[src/rtl/sa_pkg.sv]
// Shared constants and state encoding for the 3x3 systolic-array feeder.
package sa_pkg;
   localparam int NUM_LANES = 3;
   localparam int WIN_LEN   = 3;
   localparam int FEED_LEN  = 5;
   localparam int ELEM_W    = 8;
   localparam int ROW_W     = WIN_LEN * ELEM_W;
   localparam int WORD_W    = NUM_LANES * ROW_W;
   localparam int STEP_W    = 3;

   typedef enum logic [2:0] {
      S_IDLE  = 3'd0,
      S_CLEAR = 3'd1,
      S_FEED  = 3'd2,
      S_DRAIN = 3'd3,
      S_HOLD  = 3'd4
   } sa_state_t;
endpackage

[src/rtl/sa_skew_lane.sv]
// One skewed lane: lane LANE carries row element [LANE][step-LANE] while in range.
module sa_skew_lane
   import sa_pkg::*;
#(
   parameter int LANE = 0
) (
   input  logic              i_en,
   input  logic [STEP_W-1:0] i_step,
   input  logic [ROW_W-1:0]  i_row_d,
   input  logic [ROW_W-1:0]  i_row_w,
   output logic [ELEM_W-1:0] o_d,
   output logic [ELEM_W-1:0] o_w
);
   always_comb begin
      o_d = '0;
      o_w = '0;
      if (i_en) begin
         for (int j = 0; j < WIN_LEN; j++) begin
            if (int'(i_step) == LANE + j) begin
               o_d = i_row_d[j*ELEM_W +: ELEM_W];
               o_w = i_row_w[j*ELEM_W +: ELEM_W];
            end
         end
      end
   end
endmodule

[src/rtl/sa3x3_feeder.sv]
// Latches a 3x3 data/weight window, clears the array, feeds it skewed over five
// steps, waits out the array latency and holds the captured result for handoff.
module sa3x3_feeder
   import sa_pkg::*;
#(
   parameter int SA_LATENCY = 3
) (
   input  logic              clk,
   input  logic              rst,
   input  logic              in_valid,
   output logic              in_ready,
   input  logic [WORD_W-1:0] in_data,
   input  logic [WORD_W-1:0] in_weight,
   output logic              sa_clear,
   output logic [ELEM_W-1:0] sa_din0,
   output logic [ELEM_W-1:0] sa_din1,
   output logic [ELEM_W-1:0] sa_din2,
   output logic [ELEM_W-1:0] sa_win0,
   output logic [ELEM_W-1:0] sa_win1,
   output logic [ELEM_W-1:0] sa_win2,
   input  logic [ELEM_W-1:0] sa_out,
   output logic              res_valid,
   input  logic              res_ready,
   output logic [ELEM_W-1:0] res_data
);
   localparam logic [7:0]        LAST_DRAIN = 8'(SA_LATENCY - 1);
   localparam logic [STEP_W-1:0] LAST_STEP  = STEP_W'(FEED_LEN - 1);

   sa_state_t                         r_state;
   logic [STEP_W-1:0]                 r_step;
   logic [7:0]                        r_drain;
   logic [WORD_W-1:0]                 r_data;
   logic [WORD_W-1:0]                 r_weight;
   logic                              r_clear;
   logic [NUM_LANES-1:0][ELEM_W-1:0]  r_din;
   logic [NUM_LANES-1:0][ELEM_W-1:0]  r_win;
   logic                              r_res_valid;
   logic [ELEM_W-1:0]                 r_res_data;

   logic                              w_accept;
   logic                              w_load;
   logic [STEP_W-1:0]                 w_next_step;
   logic [NUM_LANES-1:0][ELEM_W-1:0]  w_d;
   logic [NUM_LANES-1:0][ELEM_W-1:0]  w_w;

   // A completing handshake in HOLD doubles as the IDLE cycle, so back-to-back
   // windows need no bubble.
   assign in_ready = (r_state == S_IDLE) || ((r_state == S_HOLD) && res_ready);
   assign w_accept = in_valid && in_ready;

   // Lanes are registered, so select the step that will be on the wires next cycle.
   assign w_load      = (r_state == S_CLEAR) || ((r_state == S_FEED) && (r_step != LAST_STEP));
   assign w_next_step = (r_state == S_CLEAR) ? '0 : r_step + 1'b1;

   for (genvar g = 0; g < NUM_LANES; g++) begin : g_lane
      sa_skew_lane #(.LANE(g)) u_lane (
         .i_en    (w_load),
         .i_step  (w_next_step),
         .i_row_d (r_data[g*ROW_W +: ROW_W]),
         .i_row_w (r_weight[g*ROW_W +: ROW_W]),
         .o_d     (w_d[g]),
         .o_w     (w_w[g])
      );
   end

   always_ff @(posedge clk) begin
      if (rst) begin
         r_state     <= S_IDLE;
         r_step      <= '0;
         r_drain     <= '0;
         r_data      <= '0;
         r_weight    <= '0;
         r_clear     <= 1'b0;
         r_din       <= '0;
         r_win       <= '0;
         r_res_valid <= 1'b0;
         r_res_data  <= '0;
      end else begin
         r_clear <= 1'b0;
         r_din   <= w_load ? w_d : '0;
         r_win   <= w_load ? w_w : '0;
         case (r_state)
            S_IDLE: begin
            end
            S_CLEAR: begin
               r_state <= S_FEED;
               r_step  <= '0;
            end
            S_FEED: begin
               if (r_step == LAST_STEP) begin
                  r_state <= S_DRAIN;
                  r_drain <= '0;
               end else begin
                  r_step <= r_step + 1'b1;
               end
            end
            S_DRAIN: begin
               if (r_drain == LAST_DRAIN) begin
                  r_res_data  <= sa_out;
                  r_res_valid <= 1'b1;
                  r_state     <= S_HOLD;
               end else begin
                  r_drain <= r_drain + 1'b1;
               end
            end
            S_HOLD: begin
               if (res_ready) begin
                  r_res_valid <= 1'b0;
                  r_state     <= S_IDLE;
               end
            end
            default: r_state <= S_IDLE;
         endcase
         if (w_accept) begin
            r_data   <= in_data;
            r_weight <= in_weight;
            r_clear  <= 1'b1;
            r_state  <= S_CLEAR;
         end
      end
   end

   assign sa_clear  = r_clear;
   assign sa_din0   = r_din[0];
   assign sa_din1   = r_din[1];
   assign sa_din2   = r_din[2];
   assign sa_win0   = r_win[0];
   assign sa_win1   = r_win[1];
   assign sa_win2   = r_win[2];
   assign res_valid = r_res_valid;
   assign res_data  = r_res_data;
endmodule
[config.mk]
export PLATFORM = sky130hd
export DESIGN_NAME = sa3x3_feeder
export DESIGN_NICKNAME = d
export VERILOG_FILES = /design/src/rtl/sa_pkg.sv /design/src/rtl/sa_skew_lane.sv /design/src/rtl/sa3x3_feeder.sv
export SDC_FILE = /design/constraint.sdc
export NUM_CORES = 1
export LEC_CHECK = 0
export BUFFER_PORTS_ARGS = -buffer_cell sky130_fd_sc_hd__buf_4
export CAP_MARGIN = 20
export CORE_MARGIN = 2
export CORE_UTILIZATION = 40
export CTS_CLUSTER_SIZE = 30
export DETAILED_ROUTE_END_ITERATION = 6
export RECOVER_POWER = 100
export SLEW_MARGIN = 10
export SYNTH_ARGS = -nofsm -noshare
export SYNTH_HDL_FRONTEND = slang
export SYNTH_SLANG_ARGS = --single-unit
[constraint.sdc]
create_clock -name clk -period 6.32 [get_ports clk]
set_input_delay 1.264 -clock clk [delete_from_list [all_inputs] [get_ports clk]]
set_output_delay 1.264 -clock clk [all_outputs]
set_load 0.02 [all_outputs]
==> flow_results.xml, run 1 <==
<?xml version="1.0" encoding="UTF-8"?>
<metrics>
  <group name="run_status">
    <metric name="outcome" unit="">finished, violations left</metric>
    <metric name="violations" unit="">capacitance limit, slew limit</metric>
  </group>
  <group name="yosys">
    <metric name="synth_mux_area_frac" unit="">0.0314</metric>
    <metric name="synth_largest_area_cell" unit="">dfxtp_1</metric>
    <metric name="synth.ff_latch_count" unit="">216</metric>
    <metric name="synthFlopType" unit="">dfxtp_1</metric>
    <metric name="synth-simple-area-share" unit="">0.235</metric>
    <metric name="synthesis.instances" unit="">1024</metric>
    <metric name="synth_compound_area_frac" unit="">0.154</metric>
    <metric name="sequential_area_share_after_synthesis" unit="">0.523</metric>
    <metric name="synth_xor_area_frac" unit="">0.0118</metric>
    <metric name="post_synth_instance_area" unit="um^2">8280</metric>
    <metric name="asyncSetResetFlopFracSynth" unit="">0</metric>
    <metric name="yosys.cell_types.count" unit="">45</metric>
    <metric name="ys_warn_count" unit="">0</metric>
    <metric name="synth_top_family_by_area" unit="">simple AND/OR/NAND/NOR gates</metric>
    <metric name="synth_edf_count" unit="">0</metric>
    <metric name="netlist.area_leader.share" unit="">0.523</metric>
    <metric name="mappedNetlistNets" unit="">1184</metric>
    <metric name="syn-mean-instance-area" unit="um^2">8.08</metric>
    <metric name="synth_fa_ha_area_frac" unit="">0.00605</metric>
    <metric name="ys_top_cells_by_area" unit="">dfxtp_1, nand2_1, a21oi_1, nor2_1, clkbuf_1</metric>
  </group>
  <group name="grt">
    <metric name="grt_antenna_before_repair" unit="">0</metric>
    <metric name="global_route.overflow_total" unit="">0</metric>
    <metric name="first_pass_grt_wire_length" unit="mm">35.3</metric>
    <metric name="grt_start_max_net_pins" unit="">91</metric>
    <metric name="grtUsageTotal" unit="">0.197</metric>
    <metric name="first_global_vias" unit="">7014</metric>
  </group>
  <group name="timing">
    <metric name="timing.hold.ws" unit="ns">0.449</metric>
    <metric name="final.period_utilization" unit="">0.731</metric>
    <metric name="timing_max_transition_violations_final" unit="">239</metric>
    <metric name="finalSetupViolations" unit="">0</metric>
    <metric name="relSlewSlack" unit="">-1.06</metric>
    <metric name="max_slew.worst_pin.slew" unit="ns">3.10</metric>
    <metric name="timing.clock.skew" unit="ns">0.0172</metric>
    <metric name="final.min_clock_period" unit="ns">4.62</metric>
    <metric name="fmax" unit="GHz">0.216</metric>
    <metric name="tns" unit="ns">0</metric>
    <metric name="worst_slack" unit="ns">1.70</metric>
    <metric name="rsz0062_at_grt" unit="">false</metric>
    <metric name="timing.final.hold_violations" unit="">0</metric>
  </group>
  <group name="drt">
    <metric name="vias" unit="">7254</metric>
    <metric name="postRouteAntennaNets" unit="">0</metric>
    <metric name="drt-wirelength-per-cell" unit="um">15.0</metric>
    <metric name="drt-initial-drc-count" unit="">402</metric>
    <metric name="vias_per_cell" unit="">4.91</metric>
    <metric name="detail_route.wirelength" unit="mm">22.2</metric>
    <metric name="drt_drc_violations_left" unit="">0</metric>
    <metric name="dr.pass1.iters" unit="">5</metric>
  </group>
  <group name="power">
    <metric name="power.static_leakage" unit="nW">4.10</metric>
    <metric name="power.ir.vdd_worst" unit="uV">160</metric>
    <metric name="total_power" unit="mW">3.08</metric>
    <metric name="switching_pwr" unit="uW">776</metric>
    <metric name="share_seq_of_total_power" unit="">0.483</metric>
    <metric name="internal_power_component" unit="mW">2.30</metric>
    <metric name="p_comb_frac" unit="">0.124</metric>
    <metric name="sw_frac_of_total" unit="">0.252</metric>
    <metric name="pwr-share-clk" unit="">0.394</metric>
    <metric name="power_density" unit="nW/um^2">296</metric>
  </group>
  <group name="placed_design">
    <metric name="globalplace.congestion" unit="">0.774</metric>
    <metric name="place_ws" unit="ns">2.62</metric>
    <metric name="place_inst" unit="">1438</metric>
    <metric name="numPortBuffers" unit="">214</metric>
    <metric name="post_dp_cell_area" unit="um^2">9980</metric>
    <metric name="detailed_place_hpwl" unit="mm">14.6</metric>
  </group>
  <group name="clocking">
    <metric name="worstSkewPairLatency" unit="ns">0.50</metric>
    <metric name="cts-root-buf" unit="">clkbuf_16</metric>
    <metric name="clkTransAtPathRegs" unit="ns">0.06</metric>
    <metric name="tritoncts" unit="">done</metric>
    <metric name="clock_buffer_count_from_cts" unit="">23</metric>
    <metric name="max-clock-path-buffers" unit="">3</metric>
    <metric name="post_cts_resize_count" unit="">0</metric>
    <metric name="htree_num_levels" unit="">1</metric>
    <metric name="post_cts.repair.setup_buffers" unit="">0</metric>
    <metric name="cts.sinks" unit="">216</metric>
    <metric name="post_cts_hold_buffer_count" unit="">0</metric>
  </group>
  <group name="setup_path">
    <metric name="setup_crit_end_kind" unit="">flop</metric>
    <metric name="path_class" unit="">input pin to flop</metric>
    <metric name="critical_path.startpoint_type" unit="">input pin</metric>
    <metric name="worst-path-max-fanout" unit="">53</metric>
    <metric name="critPathArrivalTime" unit="ns">4.87</metric>
    <metric name="cp_data_required_time" unit="ns">6.57</metric>
  </group>
  <group name="die">
    <metric name="start_util" unit="">0.408</metric>
    <metric name="design.die.area" unit="um^2">21900</metric>
    <metric name="num_io_pins" unit="">215</metric>
    <metric name="dieWidth" unit="um">148</metric>
    <metric name="floorplan.rows" unit="">52</metric>
    <metric name="design.core.area" unit="um^2">20300</metric>
    <metric name="dieHeight" unit="um">148</metric>
  </group>
  <group name="cells_and_area">
    <metric name="drive_above_1_share" unit="">0.181</metric>
    <metric name="instances_no_fill" unit="">1476</metric>
    <metric name="antenna_cells_inserted" unit="">0</metric>
    <metric name="area.growth.synth_to_final" unit="%">25.7</metric>
    <metric name="post-route-cell-area" unit="um^2">10400</metric>
    <metric name="final_util" unit="">0.512</metric>
    <metric name="finalNetCount" unit="">1353</metric>
    <metric name="fillers" unit="">2094</metric>
  </group>
  <group name="flow_run">
    <metric name="drv_cap" unit="">4</metric>
  </group>
  <group name="hold_path">
    <metric name="hold_class" unit="">flop to flop</metric>
  </group>
</metrics>
sequential cells by signal, indices dropped and copies added (netlist names), 3 cells and up:
name,count
r_data,72
r_drain,8
r_state,3
r_step,3
r_weight,72
res_data,8
sa_din0,8
sa_din1,8
sa_din2,8
sa_win0,8
sa_win1,8
sa_win2,8
layout by cell type (no fill, tap or decap), drive strengths merged, types with 3 or more instances in the layout:
cell	n
and3	5
a21oi	157
a2bb2oi	5
clkbuf	98
or3b	3
nor2	71
nor3b	3
xnor2	6
buf	158
mux2	16
nand4	3
a22o	9
dfxtp	216
ha	4
inv	3
nor2b	3
a22oi	25
mux2i	8
xor2	3
nor3	28
nand2	330
o21ai	19
a311oi	3
nand2b	3
nand3	11
routing by layer:
layer  up-vias  wire length [um]  global-route usage  part of all wire
met5         -                 0                   0                 0
met4         0               412              0.0467             0.019
met3        32              1290              0.0404             0.058
met2       176             10200               0.320              0.46
met1      3303             10300               0.269              0.46
li1       3743                 -                   -                 -
cells in the mapped netlist, drive strengths merged (2+ instances only):
library cell / number
nand2b: 3
nor3b: 3
xor2: 3
nor2b: 3
dfxtp: 216
o21ai: 19
a21oi: 157
clkbuf: 63
a311oi: 3
nand3b: 2
buf: 13
inv: 3
nor2: 71
mux2i: 8
mux2: 16
xnor2: 6
nor3: 28
a2bb2oi: 5
nand2: 330
a22o: 9
a22oi: 25
nand4: 3
ha: 4
nand3: 11
and3: 5
or3b: 3
cell type report:
| class | instances | area [um^2] | area share |
|---|---|---|---|
| Sequential cell | 216 | 4320 | 0.416 |
| Clock inverter | 2 | 12.5 | 0.00120 |
| Timing Repair Buffer | 220 | 1420 | 0.136 |
| Multi-Input combinational cell | 729 | 3640 | 0.350 |
| Tap cell | 270 | 338 | 0.0325 |
| Inverter | 3 | 11.3 | 0.00108 |
| Clock buffer | 36 | 654 | 0.0629 |
power by group through the flow:
stage	clock, mW	combinational [mW]	sequential, mW
3_5_place_dp	0	0.385	1.51
6_report	1.21	0.380	1.48
3_3_place_gp	0	0.380	1.51
4_1_cts	1.24	0.386	1.48
2_1_floorplan	0	0.239	1.50
5_1_grt	1.30	0.426	1.49
logic make-up after synthesis:
kind of cell               after synthesis
AOI/OAI and AO/OA                      225
xor gates and xnor gates                 9
adders and majority gates                4
buffers and inverters                   79
DFF                                    216
muxes                                   24
and+or+nand+nor                        467
worst max-delay path, cell delays in order:
cell and delay, ns:
clkbuf_1 1.63, clkbuf_1 1.82, a21oi_1 0.09
path summary, 6_finish.rpt:
| check | startpoint | endpoint | slack [ns] | cells past startpoint |
|---|---|---|---|---|
| min reg2reg | r_data[27] | r_data[27] | 0.45 | 2 |
| max | rst | r_weight[29] | 1.70 | 3 |
| max reg2reg | r_step[0] | sa_din0[6] | 1.88 | 6 |
| min | r_data[27] | r_data[27] | 0.45 | 2 |
Power figures use the tool's default switching activity.
==> run 2, diff against run 1 <==
- clock period: 6.32 -> 4.7 ns (I/O delays scaled with it)
==> flow_results.xml, run 2 (synthesized netlist as in run 1, its figures left out) <==
<?xml version="1.0" encoding="UTF-8"?>
<metrics>
  <group name="placed_design">
    <metric name="post_dp_cell_area" unit="um^2">10000</metric>
    <metric name="numPortBuffers" unit="">214</metric>
    <metric name="detailed_place_hpwl" unit="mm">14.3</metric>
    <metric name="globalplace.congestion" unit="">0.763</metric>
  </group>
  <group name="drt">
    <metric name="drt-wirelength-per-cell" unit="um">15.2</metric>
    <metric name="dr.pass1.iters" unit="">5</metric>
    <metric name="detail_route.wirelength" unit="mm">22.5</metric>
    <metric name="drt-initial-drc-count" unit="">435</metric>
    <metric name="vias_per_cell" unit="">4.98</metric>
    <metric name="drt_drc_violations_left" unit="">0</metric>
    <metric name="vias" unit="">7378</metric>
    <metric name="postRouteAntennaNets" unit="">0</metric>
  </group>
  <group name="cells_and_area">
    <metric name="finalNetCount" unit="">1357</metric>
    <metric name="layout.cells.most_common" unit="">nand2_1</metric>
    <metric name="fillers" unit="">2121</metric>
    <metric name="drive_above_1_share" unit="">0.192</metric>
    <metric name="area.growth.synth_to_final" unit="%">27.5</metric>
    <metric name="post-route-cell-area" unit="um^2">10600</metric>
    <metric name="mostFrequentLayoutCells" unit="">nand2_1, dfxtp_1, buf_4, a21oi_1, nor2_1</metric>
    <metric name="antenna_cells_inserted" unit="">0</metric>
    <metric name="layout_top_registers" unit="">r_data: 72 flops, r_weight: 72 flops</metric>
  </group>
  <group name="clocking">
    <metric name="max-clock-path-buffers" unit="">3</metric>
    <metric name="htree_num_levels" unit="">1</metric>
    <metric name="cts.sinks" unit="">216</metric>
    <metric name="cts-root-buf" unit="">clkbuf_16</metric>
    <metric name="clock_buffer_count_from_cts" unit="">24</metric>
    <metric name="tritoncts" unit="">done</metric>
    <metric name="post_cts_resize_count" unit="">0</metric>
    <metric name="post_cts_hold_buffer_count" unit="">0</metric>
    <metric name="clkTransAtPathRegs" unit="ns">0.06</metric>
    <metric name="worstSkewPairLatency" unit="ns">0.51</metric>
    <metric name="post_cts.repair.setup_buffers" unit="">0</metric>
  </group>
  <group name="grt">
    <metric name="grt_start_max_net_pins" unit="">91</metric>
    <metric name="first_global_vias" unit="">7090</metric>
    <metric name="grt_antenna_before_repair" unit="">0</metric>
    <metric name="global_route.overflow_total" unit="">0</metric>
    <metric name="grtUsageTotal" unit="">0.202</metric>
    <metric name="first_pass_grt_wire_length" unit="mm">36.6</metric>
  </group>
  <group name="die">
    <metric name="design.die.area" unit="um^2">21900</metric>
    <metric name="num_io_pins" unit="">215</metric>
    <metric name="start_util" unit="">0.408</metric>
    <metric name="floorplan.rows" unit="">52</metric>
    <metric name="dieWidth" unit="um">148</metric>
    <metric name="dieHeight" unit="um">148</metric>
    <metric name="design.core.area" unit="um^2">20300</metric>
  </group>
  <group name="setup_path">
    <metric name="reg2reg_depth" unit="">5</metric>
    <metric name="critical_path_cell_count" unit="">5</metric>
    <metric name="critical_path.startpoint_type" unit="">flop</metric>
    <metric name="cpMaxStageDelayCell" unit="">and3_2</metric>
    <metric name="path_class" unit="">flop to flop</metric>
    <metric name="crit_path_max_incr_delay" unit="ns">1.38</metric>
    <metric name="cp_cell_sequence" unit="">nor2_1 -&gt; and3_2 -&gt; buf_12 -&gt; nand2_1 -&gt; a21oi_1</metric>
    <metric name="critical_path.n_buffers_inverters" unit="">1</metric>
    <metric name="worst-path-max-fanout" unit="">90</metric>
    <metric name="cp_data_required_time" unit="ns">5.11</metric>
    <metric name="setup_crit_end_kind" unit="">flop</metric>
    <metric name="critical_path.top_delay_family" unit="">simple AND/OR/NAND/NOR gates</metric>
    <metric name="critPathArrivalTime" unit="ns">3.35</metric>
  </group>
  <group name="timing">
    <metric name="relSlewSlack" unit="">-0.232</metric>
    <metric name="timing.final.hold_violations" unit="">0</metric>
    <metric name="rsz0062_at_grt" unit="">false</metric>
    <metric name="timing_max_transition_violations_final" unit="">179</metric>
    <metric name="fmax" unit="GHz">0.340</metric>
    <metric name="final.min_clock_period" unit="ns">2.94</metric>
    <metric name="timing.clock.skew" unit="ns">0.0142</metric>
    <metric name="max_slew.worst_pin.slew" unit="ns">1.85</metric>
    <metric name="finalSetupViolations" unit="">0</metric>
    <metric name="final.period_utilization" unit="">0.627</metric>
    <metric name="tns" unit="ns">0</metric>
  </group>
  <group name="power">
    <metric name="power.static_leakage" unit="nW">4.19</metric>
    <metric name="power.ir.vdd_worst" unit="uV">228</metric>
    <metric name="power_density" unit="nW/um^2">409</metric>
  </group>
  <group name="flow_run">
    <metric name="drv_cap" unit="">2</metric>
  </group>
  <group name="hold_path">
    <metric name="worst_hold_path.num_cells" unit="">2</metric>
    <metric name="hold_class" unit="">flop to flop</metric>
  </group>
  <group name="run_status">
    <metric name="outcome" unit="">finished, violations left</metric>
    <metric name="violations" unit="">capacitance limit, slew limit</metric>
  </group>
</metrics>
==> run 2: worst register-to-register path: cells and delay by family (launching register included) <==
family / cells / cell delay [ns]
buffers and inverters: 1 / 0.40
and+or+nand+nor: 3 / 1.89
AOI/OAI and AO/OA: 1 / 0.12
DFF: 1 / 0.45
==> run 2: area by class of cell <==
| type | instances | area [um^2] | share of cell area |
|---|---|---|---|
| timing repair buffer | 223 | 1470 | 0.139 |
| multi-input combinational | 729 | 3640 | 0.345 |
| clock buffer | 36 | 736 | 0.0697 |
| inverter | 3 | 11.3 | 0.00107 |
| clock inverter | 6 | 41.3 | 0.00391 |
| sequential | 216 | 4320 | 0.410 |
| tap | 270 | 338 | 0.0320 |
==> run 2: worst paths after layout <==
| kind | start | endpoint | slack (ns) |
|---|---|---|---|
| worst min register to register | r_data[24] | r_data[24] | 0.45 |
| worst max register to register | r_state[1] | r_data[2] | 1.76 |
| worst min-delay path | r_data[24] | r_data[24] | 0.45 |
| worst max-delay path | r_state[1] | r_data[2] | 1.76 |
==> run 2: layer usage <==
metal  track usage  share of wire  vias to the layer above
met5             0              0                        -
met4        0.0457          0.018                        0
met3        0.0383          0.064                       33
met2         0.319           0.46                      221
met1         0.289           0.46                     3386
li1              -              -                     3738
==> run 2: where the power goes <==
part / switching, mW / internal [mW]
logic: 0.311 / 0.213
registers: 0.0521 / 1.93
clock network: 0.732 / 1.08
==> run 2: stage by stage <==
| stage | hold WS [ns] | utilization | std cells | total power, mW | worst slack, ns |
|---|---|---|---|---|---|
| finish | 0.450 | 0.520 | 1483 | 4.32 | 1.76 |
| global route | 0.468 | 0.520 | 1483 | 4.52 | 1.44 |
| CTS | 0.454 | 0.532 | 1482 | 4.38 | 2.03 |
| detailed placement | 0.446 | 0.493 | 1440 | 2.56 | 1.88 |
| global placement | 0.438 | 0.493 | 1440 | 2.56 | 1.93 |
| floorplan | 0.433 | - | 1024 | 2.34 | 2.33 |
==> run 3, diff against run 2 <==
- clock period: 4.7 -> 2.9 ns (I/O delays scaled with it)
==> flow_results.xml, run 3 (synthesized netlist as in run 1, its figures left out) <==
<?xml version="1.0" encoding="UTF-8"?>
<metrics>
  <group name="clocking">
    <metric name="htree_num_levels" unit="">1</metric>
    <metric name="post_cts_hold_buffer_count" unit="">0</metric>
    <metric name="tritoncts" unit="">done</metric>
    <metric name="post_cts_resize_count" unit="">0</metric>
    <metric name="clkTransAtPathRegs" unit="ns">0.06</metric>
    <metric name="clock_buffer_count_from_cts" unit="">23</metric>
    <metric name="cts-root-buf" unit="">clkbuf_16</metric>
    <metric name="post_cts.repair.setup_buffers" unit="">0</metric>
    <metric name="cts.sinks" unit="">216</metric>
    <metric name="worstSkewPairLatency" unit="ns">0.49</metric>
    <metric name="max-clock-path-buffers" unit="">3</metric>
  </group>
  <group name="hold_path">
    <metric name="hold_class" unit="">input pin to flop</metric>
  </group>
  <group name="power">
    <metric name="power.static_leakage" unit="nW">4.21</metric>
    <metric name="p_comb_frac" unit="">0.121</metric>
    <metric name="share_seq_of_total_power" unit="">0.462</metric>
    <metric name="sw_frac_of_total" unit="">0.249</metric>
    <metric name="power_density" unit="nW/um^2">661</metric>
    <metric name="pwr-share-clk" unit="">0.417</metric>
    <metric name="power.ir.vdd_worst" unit="uV">336</metric>
    <metric name="internal_power_component" unit="mW">5.24</metric>
    <metric name="switching_pwr" unit="mW">1.74</metric>
  </group>
  <group name="setup_path">
    <metric name="reg2reg_depth" unit="">6</metric>
    <metric name="crit_start" unit="">r_step[0]</metric>
    <metric name="setup_crit_end_kind" unit="">flop</metric>
    <metric name="path_class" unit="">flop to flop</metric>
    <metric name="critPathArrivalTime" unit="ns">2.83</metric>
    <metric name="cp_cell_sequence" unit="">inv_1 -&gt; ha_1 -&gt; nand2b_1 -&gt; o21ai_0 -&gt; a22oi_1 -&gt; nor2_1</metric>
    <metric name="critical_path.startpoint_type" unit="">flop</metric>
    <metric name="crit_path_max_incr_delay" unit="ns">0.86</metric>
    <metric name="crit_path_end" unit="">sa_win0[3]</metric>
    <metric name="r2r-start" unit="">r_step[0]</metric>
    <metric name="ff2ff_setup_slack" unit="ns">0.50</metric>
    <metric name="cpMaxStageDelayCell" unit="">o21ai_0</metric>
    <metric name="worst-path-max-fanout" unit="">10</metric>
    <metric name="cp_data_required_time" unit="ns">3.33</metric>
    <metric name="worstReg2RegEnd" unit="">sa_win0[3]</metric>
  </group>
  <group name="drt">
    <metric name="vias_per_cell" unit="">4.96</metric>
    <metric name="detail_route.wirelength" unit="mm">22.4</metric>
    <metric name="postRouteAntennaNets" unit="">0</metric>
    <metric name="drt-initial-drc-count" unit="">396</metric>
    <metric name="drt-wirelength-per-cell" unit="um">15.0</metric>
    <metric name="drt_drc_violations_left" unit="">0</metric>
    <metric name="vias" unit="">7378</metric>
    <metric name="dr.pass1.iters" unit="">4</metric>
  </group>
  <group name="timing">
    <metric name="finalSetupViolations" unit="">0</metric>
    <metric name="timing_max_transition_violations_final" unit="">0</metric>
    <metric name="timing.clock.skew" unit="ns">0.00824</metric>
    <metric name="final.period_utilization" unit="">0.828</metric>
    <metric name="max_slew.worst_pin.slew" unit="ns">1.10</metric>
    <metric name="rsz0062_at_grt" unit="">false</metric>
    <metric name="relSlewSlack" unit="">0.256</metric>
    <metric name="final.min_clock_period" unit="ns">2.40</metric>
    <metric name="tns" unit="ns">0</metric>
    <metric name="timing.hold.ws" unit="ns">0.311</metric>
    <metric name="timing.final.hold_violations" unit="">0</metric>
    <metric name="fmax" unit="GHz">0.417</metric>
  </group>
  <group name="cells_and_area">
    <metric name="post-route-cell-area" unit="um^2">10500</metric>
    <metric name="mostFrequentLayoutCells" unit="">nand2_1, dfxtp_1, buf_4, a21oi_1, nor2_1</metric>
    <metric name="layout_top_registers" unit="">r_data: 72 flops, r_weight: 72 flops</metric>
    <metric name="drive_above_1_share" unit="">0.191</metric>
    <metric name="antenna_cells_inserted" unit="">0</metric>
    <metric name="layout.cells.most_common" unit="">nand2_1</metric>
    <metric name="final_util" unit="">0.519</metric>
    <metric name="finalNetCount" unit="">1362</metric>
    <metric name="area.growth.synth_to_final" unit="%">27.4</metric>
  </group>
  <group name="placed_design">
    <metric name="detailed_place_hpwl" unit="mm">15.0</metric>
    <metric name="globalplace.congestion" unit="">0.771</metric>
    <metric name="post_dp_cell_area" unit="um^2">10100</metric>
    <metric name="numPortBuffers" unit="">214</metric>
  </group>
  <group name="grt">
    <metric name="first_pass_grt_wire_length" unit="mm">36.0</metric>
    <metric name="grtUsageTotal" unit="">0.201</metric>
    <metric name="global_route.overflow_total" unit="">0</metric>
    <metric name="grt_antenna_before_repair" unit="">0</metric>
    <metric name="grt_start_max_net_pins" unit="">100</metric>
    <metric name="first_global_vias" unit="">6926</metric>
  </group>
  <group name="die">
    <metric name="design.core.area" unit="um^2">20300</metric>
    <metric name="num_io_pins" unit="">215</metric>
    <metric name="dieWidth" unit="um">148</metric>
    <metric name="dieHeight" unit="um">148</metric>
    <metric name="design.die.area" unit="um^2">21900</metric>
    <metric name="start_util" unit="">0.408</metric>
    <metric name="floorplan.rows" unit="">52</metric>
  </group>
  <group name="run_status">
    <metric name="outcome" unit="">completed</metric>
  </group>
  <group name="flow_run">
    <metric name="drv_cap" unit="">0</metric>
  </group>
</metrics>
run 3: cell types whose count changed in the layout (fill, tap and decap cells not counted), sizes merged:
cell      delta
clkbuf       -5
bufinv       +2
clkinvlp     +1
buf          +6
run 3: routing by layer:
layer	up-vias	GRT usage	share of wire
met5	-	0	0
met4	0	0.0429	0.017
met3	29	0.0389	0.058
met2	182	0.319	0.45
met1	3415	0.286	0.47
li1	3752	-	-
run 3: metrics by stage:
stage / setup WS [ns] / std cells / power [mW]
after floorplan: 0.791 / 1024 / 3.79
after CTS: 0.569 / 1487 / 7.07
after global routing: 0.242 / 1487 / 7.28
after detailed placement: 0.577 / 1447 / 4.17
after global placement: 0.655 / 1447 / 4.16
final: 0.500 / 1487 / 6.97
run 3: final cells by class:
class,instances,area [um^2]
Fill cell,2084,9760
Sequential cell,216,4330
Multi-Input combinational cell,729,3600
Timing Repair Buffer,229,1520
Clock buffer,31,656
Tap cell,270,338
Clock inverter,9,97.6
Inverter,3,11.3
run 3: how the worst min path moves through the flow:
| stage | startpoint | end | slack [ns] | cells past startpoint |
|---|---|---|---|---|
| floorplan | r_data[48] | r_data[48] | 0.43 | 2 |
| global placement | r_data[59] | r_data[59] | 0.44 | 2 |
| detailed placement | r_data[31] | r_data[31] | 0.44 | 2 |
| CTS | sa_out[2] | res_data[2] | 0.29 | 3 |
| global route | sa_out[7] | res_data[7] | 0.30 | 3 |
| finish | sa_out[7] | res_data[7] | 0.31 | 3 |
run 3: power groups by stage:
stage	registers [mW]	logic, mW	clock network, mW
after floorplan	3.27	0.520	0
final	3.22	0.841	2.91
after CTS	3.22	0.881	2.97
after global routing	3.24	0.947	3.09
after detailed placement	3.29	0.879	0
after global placement	3.29	0.867	0
run 3: critical path, delay by kind of cell, from the launching register on:
family	cells	cell delay, ns
AO/OA/AOI/OAI	2	1.08
flip-flops	1	0.46
adder cells (fa/ha/maj)	1	0.35
AND/OR/NAND/NOR	2	0.31
buffers and inverters	1	0.14
